===== config.mk =====
export PLATFORM = sky130hd
export DESIGN_NAME = seq_mult
export DESIGN_NICKNAME = d
export VERILOG_FILES = /design/src/rtl/seq_mult.sv
export SDC_FILE = /design/constraint.sdc
export NUM_CORES = 1
export LEC_CHECK = 0
export BUFFER_PORTS_ARGS = -buffer_cell sky130_fd_sc_hd__buf_2
export CORE_ASPECT_RATIO = 1.75
export CORE_MARGIN = 2
export CORE_UTILIZATION = 55
export DETAILED_ROUTE_END_ITERATION = 10
export MAX_ROUTING_LAYER = met4
export PLACE_DENSITY = 0.72
export SYNTH_ARGS = -nofsm -noshare
export SYNTH_HDL_FRONTEND = slang
export SYNTH_SLANG_ARGS = --single-unit

===== constraint.sdc =====
create_clock -name clk -period 4.4 [get_ports clk]
set_input_delay 0.88 -clock clk [delete_from_list [all_inputs] [get_ports clk]]
set_output_delay 0.88 -clock clk [all_outputs]
set_load 0.01 [all_outputs]

===== src/rtl/seq_mult.sv =====
// Sequential shift-add multiplier retiring BITS_PER_CYCLE multiplier bits per cycle, with an
// unsigned or signed-magnitude mode. Define SEQ_MULT_EARLY_TERM_EN for data-dependent latency.
module seq_mult #(
  parameter int unsigned A_WIDTH        = 16,
  parameter int unsigned B_WIDTH        = 8,
  parameter int unsigned BITS_PER_CYCLE = 2
) (
  input  logic                       clk,
  input  logic                       rst,
  input  logic                       start,
  input  logic                       signed_mode,
  input  logic [A_WIDTH-1:0]         multiplicand,
  input  logic [B_WIDTH-1:0]         multiplier,
  output logic [A_WIDTH+B_WIDTH-1:0] product,
  output logic                       busy,
  output logic                       done
);

  localparam int unsigned P_WIDTH = A_WIDTH + B_WIDTH;
  localparam int unsigned K       = BITS_PER_CYCLE;

  typedef enum logic [1:0] {StIdle, StRun, StDone} state_e;

  state_e             state_q, state_d;
  logic [P_WIDTH-1:0] a_q, acc_q, product_q;
  logic [B_WIDTH-1:0] b_q;
  logic               neg_q, done_q;

  logic [A_WIDTH-1:0] a_mag;
  logic [B_WIDTH-1:0] b_mag, b_shift;
  logic [P_WIDTH-1:0] digit, acc_sum;
  logic               accept, run_last;

`ifndef SEQ_MULT_EARLY_TERM_EN
  localparam int unsigned Steps = (B_WIDTH + K - 1) / K;
  localparam int unsigned CntW  = $clog2(Steps + 1);
  logic [CntW-1:0] cnt_q;
`endif

  // Operands are reduced to magnitudes up front; the sign is re-applied once at the end.
  always_comb begin
    a_mag = multiplicand;
    b_mag = multiplier;
    if (signed_mode && multiplicand[A_WIDTH-1]) a_mag = -multiplicand;
    if (signed_mode && multiplier[B_WIDTH-1])   b_mag = -multiplier;
    digit   = P_WIDTH'(b_q[K-1:0]);
    acc_sum = acc_q + digit * a_q;
    b_shift = b_q >> K;
    // done_q marks the pulse cycle, which is spent in IDLE but must not accept a new start.
    accept  = (state_q == StIdle) && start && !done_q;
`ifdef SEQ_MULT_EARLY_TERM_EN
    run_last = (b_shift == '0);
`else
    run_last = (cnt_q == CntW'(Steps - 1));
`endif
  end

  always_ff @(posedge clk or posedge rst) begin
    if (rst) state_q <= StIdle;
    else     state_q <= state_d;
  end

  always_comb begin
    state_d = state_q;
    unique case (state_q)
      StIdle: begin
        if (accept) begin
`ifdef SEQ_MULT_EARLY_TERM_EN
          state_d = (b_mag != '0) ? StRun : StDone;
`else
          state_d = StRun;
`endif
        end
      end
      StRun:   if (run_last) state_d = StDone;
      StDone:  state_d = StIdle;
      default: state_d = StIdle;
    endcase
  end

  always_comb begin
    busy = (state_q != StIdle) || done_q;
  end

  always_ff @(posedge clk or posedge rst) begin
    if (rst) begin
      a_q       <= '0;
      b_q       <= '0;
      acc_q     <= '0;
      neg_q     <= 1'b0;
      product_q <= '0;
      done_q    <= 1'b0;
`ifndef SEQ_MULT_EARLY_TERM_EN
      cnt_q     <= '0;
`endif
    end else begin
      done_q <= (state_q == StDone);
      if (accept) begin
        a_q   <= P_WIDTH'(a_mag);
        b_q   <= b_mag;
        acc_q <= '0;
        neg_q <= signed_mode & (multiplicand[A_WIDTH-1] ^ multiplier[B_WIDTH-1]);
`ifndef SEQ_MULT_EARLY_TERM_EN
        cnt_q <= '0;
`endif
      end else if (state_q == StRun) begin
        acc_q <= acc_sum;
        a_q   <= a_q << K;
        b_q   <= b_shift;
`ifndef SEQ_MULT_EARLY_TERM_EN
        cnt_q <= cnt_q + CntW'(1);
`endif
      end
      if (state_q == StDone) product_q <= neg_q ? -acc_q : acc_q;
    end
  end

  assign product = product_q;
  assign done    = done_q;

endmodule


==> results.yml, run 1 <==
run_status:
  run_status: "finished clean"
pwr:
  finalPower_w: 0.00546
  pwr_density_cell_mw_per_mm2: 791
  static-leakage-power_nw: 3.26
  vdd_drop_max_v: 0.000342
critical_path:
  path_common_cell: "sky130_fd_sc_hd__fa_1"
  endpoint_kind: "flip-flop"
  crit_path_start_kind: "flip-flop"
  cp_data_required_time_ns: 4.66
  r2r_slack_ns: 0.80
  cpPeakStageDelay_ns: 0.49
  critPathKind: "flip-flop to flip-flop"
  worst_r2r_endpoint: "acc_q[23]"
  crit_path_cell_trace: "buf_4, nand2_1, fa_1, inv_1, fa_1, a21o_1, a221o_1, a31o_2, a21oi_1, o41ai_1, xor2_1, o211ai_1"
  reg2reg_depth: 12
  critPathMaxFanout: 23
  reg2reg_from: "b_q[0]"
  critPathArrivalTime_ns: 3.86
  crit_path_top_delay_cell: "sky130_fd_sc_hd__fa_1"
routing:
  drt_iter0_markers: 385
  finalWirelength_um: 13000
  drc: 0
  drt_first_pass_iters: 5
  detail_route.wl_per_cell_um: 14.1
  detail_route.vias_per_cell: 5.61
  dr_total_vias: 5149
  postRouteAntennaNets: 0
finish:
  fillers: 975
  diodes: 0
  finalNetCount: 860
  areaGrowthSynthToFinish_pct: 11.0
  commonest_non_fill_non_tap_cell_in_the_layout: "sky130_fd_sc_hd__nand2_1"
  drive_gt1_frac: 0.120
  final_cell_mix: "sky130_fd_sc_hd__nand2_1 (141), sky130_fd_sc_hd__o21ai_1 (87), sky130_fd_sc_hd__dfrtp_1 (87), sky130_fd_sc_hd__inv_1 (75), sky130_fd_sc_hd__buf_2 (53)"
synthesis:
  synth_compound_area_frac: 0.185
  synth_enable_flop_cells: 0
  fraction_of_synthesis_flops_using_an_asynchronous_set_or_reset_pin: 1.00
  synth.net_count: 821
  yosys-top-cells-area: "sky130_fd_sc_hd__dfrtp_1 (35%), sky130_fd_sc_hd__nand2_1 (8.5%), sky130_fd_sc_hd__fa_1 (7.4%)"
  synth-warning-count: 0
  synthXorXnorAreaFrac: 0.0901
  synthDominantCellAreaShare: 0.350
  synth_largest_area_cell: "sky130_fd_sc_hd__dfrtp_1"
  yosys.cell_types.count: 51
  post_synth_and_or_nand_nor_area_fraction: 0.170
  yosysSeqAreaShare: 0.350
  syn-instance-count: 742
  yosys_most_used_dff: "sky130_fd_sc_hd__dfrtp_1"
  synthMuxAreaShare: 0.00483
  netlist_area_mm2: 0.00622
  synth_adder_area_share: 0.130
  synth_seq_cells: 87
  syn_area_cell_um2: 8.38
  synth_top_family_by_area: "compound AO/OA/AOI/OAI gates"
timing:
  period_share: 0.818
  timing_hold_violations_final: 0
  fin_skew_ns: 0.00596
  slew_violations: 0
  period_minus_slack_ns: 3.60
  setup_repair_after_global_routing_missed_its_margin: "no"
  relSlewSlack: 0.386
  fmax_mhz: 278
  final-setup-viol-count: 0
  finalSetupTns_ns: 0
  slew_at_the_pin_with_the_worst_max_slew_slack_ns: 0.921
clock_tree:
  cts.sinks: 87
  clock_insertion_delay_worst_skew_ns: 0.35
  cts_h_tree_depth: 3
  number_of_buffers_inserted_for_hold_repair_after_clock_tree_synthesis: 0
  tritoncts: "built"
  postCtsSetupRepairBufs: 0
  root_buffer: "sky130_fd_sc_hd__clkbuf_16"
  cts_inserted_buffers: 9
  cts-root-to-sink-buffers: 2
  path_clk_slew_ns: 0.07
  cts_resized: 0
global_route:
  antenna_found_initial: 0
  via_count_of_the_first_global_routing_pass: 5072
  grt_usage: 0.240
  grt_overflow: 0
  grt_pass1_wl_um: 23100
  grt_max_degree: 54
floorplanning:
  die_x_um: 84.4
  floorplan.initialDensity: 0.560
  design.portCount: 54
  design.core.area_mm2: 0.0111
  die-height_um: 145
  std_cell_rows: 51
  die-area_mm2: 0.0122
worst_hold_path:
  holdCritPathClass: "flip-flop to flip-flop"
  min_delay_path_depth: 2
  min_delay_worst_endpoint: "product[12]"
  worst_hold_startpoint: "product[12]"
place:
  routabilityCongestion: 0.974
  number_of_port_buffers: 53
  detailedPlacementHpwl_um: 9920
job:
  cap_viol_max_count: 0
## synth_stat cells, drive strengths merged (2+ instances only)
master / instances
a221o: 3
ha: 28
o31a: 2
nand4: 3
a211oi: 2
clkbuf: 31
mux2i: 3
o41ai: 6
nor2: 23
fa: 23
and2: 4
or4: 4
a22oi: 17
xnor2: 46
nor4: 4
buf: 4
nor3: 10
or3: 7
nand3: 25
nand2: 141
nor2b: 4
nand2b: 5
xor2: 18
dfrtp: 87
o21ai: 93
a21o: 9
inv: 78
and3: 3
a31oi: 7
a21oi: 29
nor3b: 2
o31ai: 11
## registers in the layout, summed over array words and instances, names as in the netlist
signal and flops:
a_q 24, cnt_q 3, neg_q 1, product 24, acc_q 24, state_q 2
done 1, b_q 8
## kinds of logic (layout without fill, tap and decap cells)
logic type,after synthesis,in the layout
AOI/OAI and AO/OA,187,187
xor gates and xnor gates,64,64
adders and majority gates,51,51
buffers and inverters,113,157
DFF,87,87
muxes,3,3
and+or+nand+nor,237,237
## metal layers
layer | part of all wire | global-route usage | vias to the layer above
li1 | - | - | 2578
met4 | 0.025 | 0.0977 | 0
met3 | 0.041 | 0.0335 | 29
met2 | 0.50 | 0.404 | 146
met1 | 0.43 | 0.293 | 2396
met5 | 0 | - | -
## through the flow
| step | utilization | std cells | hold WS [ns] | worst slack, ns | cell area [um2] |
|---|---|---|---|---|---|
| floorplan | - | 742 | 0.454 | 0.801 | 6220 |
| global placement | 0.594 | 902 | 0.461 | 0.965 | 6600 |
| detailed placement | 0.594 | 902 | 0.470 | 0.870 | 6600 |
| CTS | 0.622 | 918 | 0.484 | 0.847 | 6900 |
| global route | 0.622 | 918 | 0.504 | 0.552 | 6900 |
| finish | 0.622 | 918 | 0.474 | 0.802 | 6900 |
## worst max path at each step
| stage | end | slack (ns) | from | cells after the start |
|---|---|---|---|---|
| CTS | acc_q[23] | 0.85 | b_q[0] | 12 |
| global route | acc_q[23] | 0.55 | b_q[1] | 12 |
| floorplan | acc_q[23] | 0.80 | b_q[0] | 14 |
| finish | acc_q[23] | 0.80 | b_q[0] | 12 |
| detailed placement | acc_q[23] | 0.87 | b_q[0] | 12 |
| global placement | acc_q[23] | 0.96 | b_q[0] | 12 |
## where the power goes
group	total [W]	internal [W]	switching, W
clock network	0.000785	0.000458	0.000327
registers	0.00149	0.00118	0.000306
logic	0.00319	0.00127	0.00192
total	0.00546	0.00291	0.00255
## area by class of cell
class | instances | area [um2] | area share
Inverter | 78 | 294 | 0.0426
Multi-Input combinational cell | 542 | 3620 | 0.524
Clock inverter | 6 | 67.6 | 0.00979
Timing Repair Buffer | 63 | 340 | 0.0493
Sequential cell | 87 | 2180 | 0.315
Clock buffer | 10 | 239 | 0.0346
Tap cell | 132 | 165 | 0.0239
## worst max-delay path, delay by kind of cell (launching register included)
kind / cells / cell delay, ns
compound gates: 6 / 1.57
fa+ha+maj: 2 / 0.94
flops: 1 / 0.36
buf+inv: 2 / 0.33
xor+xnor: 1 / 0.20
simple gates: 1 / 0.11
No activity file was read; power rests on OpenSTA's default activity.
==> inputs of run 2 (changes only) <==
--- a/config.mk
+++ b/config.mk
@@ -5,6 +5,7 @@
 export SDC_FILE = /design/constraint.sdc
 export NUM_CORES = 1
 export LEC_CHECK = 0
+export ABC_AREA = 1
 export BUFFER_PORTS_ARGS = -buffer_cell sky130_fd_sc_hd__buf_2
 export CORE_ASPECT_RATIO = 1.75
 export CORE_MARGIN = 2
==> constraint.sdc (replaced) <==
create_clock -name clk -period 3.4 [get_ports clk]
set_input_delay 0.68 -clock clk [delete_from_list [all_inputs] [get_ports clk]]
set_output_delay 0.68 -clock clk [all_outputs]
set_load 0.01 [all_outputs]
==> results.yml, run 2 <==
run_status:
  run_status: "finished clean"
pwr:
  vdd_drop_max_v: 0.000515
  finalPower_w: 0.00765
  pwr_density_cell_mw_per_mm2: 1000
  static-leakage-power_nw: 4.22
floorplanning:
  floorplan.initialDensity: 0.560
  die-area_mm2: 0.0135
  design.core.area_mm2: 0.0124
  die-height_um: 152
  die_x_um: 88.8
  design.portCount: 54
  std_cell_rows: 54
timing:
  period_share: 0.923
  finalSetupTns_ns: 0
  relSlewSlack: 0.455
  fmax_mhz: 319
  fin_skew_ns: 0.00541
  final-setup-viol-count: 0
  setup_repair_after_global_routing_missed_its_margin: "no"
  timing_hold_violations_final: 0
  slew_at_the_pin_with_the_worst_max_slew_slack_ns: 0.818
  slew_violations: 0
  setup_slack_ns: 0.263
  period_minus_slack_ns: 3.14
finish:
  fillers: 1230
  drive_gt1_frac: 0.0870
  commonest_non_fill_non_tap_cell_in_the_layout: "sky130_fd_sc_hd__nand2_1"
  finalNetCount: 1155
  final_cell_mix: "sky130_fd_sc_hd__nand2_1 (343), sky130_fd_sc_hd__inv_1 (188), sky130_fd_sc_hd__dfrtp_1 (87), sky130_fd_sc_hd__nand3_1 (78), sky130_fd_sc_hd__nor2_1 (75)"
  diodes: 0
  areaGrowthSynthToFinish_pct: 10.2
job:
  cap_viol_max_count: 0
place:
  dp_worst_setup_slack_ns: 0.352
  detailedPlacementHpwl_um: 13500
  routabilityCongestion: 0.961
  number_of_port_buffers: 53
worst_hold_path:
  holdCritPathClass: "input pin to asynchronous set/reset pin"
synthesis:
  syn-instance-count: 1034
  netlist_area_mm2: 0.00692
  yosys_most_used_dff: "sky130_fd_sc_hd__dfrtp_1"
  fraction_of_synthesis_flops_using_an_asynchronous_set_or_reset_pin: 1.00
  synthDominantCellAreaShare: 0.315
  syn_area_cell_um2: 6.69
  post_synth_most_frequent_cells: "sky130_fd_sc_hd__nand2_1 (343), sky130_fd_sc_hd__inv_1 (189), sky130_fd_sc_hd__dfrtp_1 (87), sky130_fd_sc_hd__nand3_1 (78), sky130_fd_sc_hd__nor2_1 (75)"
  yosysSeqAreaShare: 0.315
  synth-warning-count: 0
  synth_seq_cells: 87
  synth_largest_area_cell: "sky130_fd_sc_hd__dfrtp_1"
  yosysMostFrequentCell: "sky130_fd_sc_hd__nand2_1"
  synth.net_count: 1113
  synth_enable_flop_cells: 0
  yosys.cell_types.count: 36
  yosys-top-cells-area: "sky130_fd_sc_hd__dfrtp_1 (31%), sky130_fd_sc_hd__nand2_1 (19%), sky130_fd_sc_hd__inv_1 (10%)"
clock_tree:
  path_clk_slew_ns: 0.06
  cts.sinks: 87
  postCtsSetupRepairBufs: 0
  cts-root-to-sink-buffers: 2
  cts_resized: 0
  cts_h_tree_depth: 3
  root_buffer: "sky130_fd_sc_hd__clkbuf_16"
  tritoncts: "built"
  cts_inserted_buffers: 9
  number_of_buffers_inserted_for_hold_repair_after_clock_tree_synthesis: 0
  clock_insertion_delay_worst_skew_ns: 0.35
routing:
  finalWirelength_um: 17000
  met2_length_um: 8970
  drc: 0
  detail_route.vias_per_cell: 5.21
  top_layer_used: "met4"
  routedLengthMet1_um: 6870
  postRouteAntennaNets: 0
  dr_total_vias: 6503
  drt_iter0_markers: 297
  detail_route.wl_per_cell_um: 13.6
  detailroute.wirelength.met3_um: 537
  drt_first_pass_iters: 5
global_route:
  grt_overflow: 0
  grt_pass1_wl_um: 28400
  grt_usage: 0.276
  antenna_found_initial: 0
  grt_max_degree: 46
  via_count_of_the_first_global_routing_pass: 6148
critical_path:
  r2r_slack_ns: 0.26
  critPathMaxFanout: 16
  critPathKind: "flip-flop to flip-flop"
  critPathArrivalTime_ns: 3.36
  cp_data_required_time_ns: 3.62
  endpoint_kind: "flip-flop"
  crit_path_start_kind: "flip-flop"
==> run 2: layout make-up <==
cell class,instances,area [um2],area share
flip-flops and latches,87,2180,0.286
clock inverters,6,67.6,0.00886
multi-input cells,724,3870,0.508
clock buffers,10,239,0.0313
well taps,168,210,0.0276
repair buffers,59,323,0.0423
inverters,195,733,0.0962
==> run 2: final timing paths <==
check | startpoint | to | cells past startpoint
max | b_q[1] | acc_q[15] | 13
min | rst | product[20] | 2
max reg2reg | b_q[1] | acc_q[15] | 13
min reg2reg | product[16] | product[16] | 2
max in group asynchronous | rst | a_q[1] | 3
min in group clk | product[16] | product[16] | 2
==> run 2: cell families after synthesis <==
| kind of cell | share of synthesized area |
|---|---|
| xor+xnor | 0.0228 |
| compound gates | 0.103 |
| fa+ha+maj | 0.117 |
| flops | 0.315 |
| simple gates | 0.317 |
| buf+inv | 0.125 |
==> run 2: per-layer routing <==
metal,global-route usage,up-vias
met1,0.318,2985
met3,0.0276,51
met4,0.120,0
li1,-,3313
met5,-,-
met2,0.474,154
==> run 2: power by group <==
part	internal [W]	total [W]	switching [W]	leakage, nW
sequential	0.00153	0.00191	0.000385	1.10
combinational	0.00163	0.00471	0.00308	2.98
clock	0.000593	0.00102	0.000431	0.145
total	0.00375	0.00765	0.00389	4.22
==> run 2: through the flow <==
| stage | utilization | hold slack (ns) | instance area [um2] | std cells |
|---|---|---|---|---|
| 2_1_floorplan | - | 0.450 | 6920 | 1034 |
| 5_1_grt | 0.617 | 0.499 | 7620 | 1249 |
| 4_1_cts | 0.617 | 0.477 | 7620 | 1249 |
| 3_3_place_gp | 0.592 | 0.457 | 7320 | 1233 |
| 6_report | 0.617 | 0.450 | 7620 | 1249 |
| 3_5_place_dp | 0.592 | 0.460 | 7320 | 1233 |
==> run 2: worst max-delay path, cell delays in order (launching register included) <==
cell and delay (ns):
sky130_fd_sc_hd__dfrtp_1 0.65, sky130_fd_sc_hd__nand2_1 0.15, sky130_fd_sc_hd__fa_1 0.53, sky130_fd_sc_hd__inv_1 0.04
sky130_fd_sc_hd__ha_1 0.25, sky130_fd_sc_hd__fa_1 0.47, sky130_fd_sc_hd__nand2_1 0.13, sky130_fd_sc_hd__nand2_1 0.08
sky130_fd_sc_hd__nand3_1 0.07, sky130_fd_sc_hd__nand2_1 0.17, sky130_fd_sc_hd__nand3_1 0.19, sky130_fd_sc_hd__nand3b_1 0.10
sky130_fd_sc_hd__nand3_1 0.11, sky130_fd_sc_hd__o21ai_1 0.07
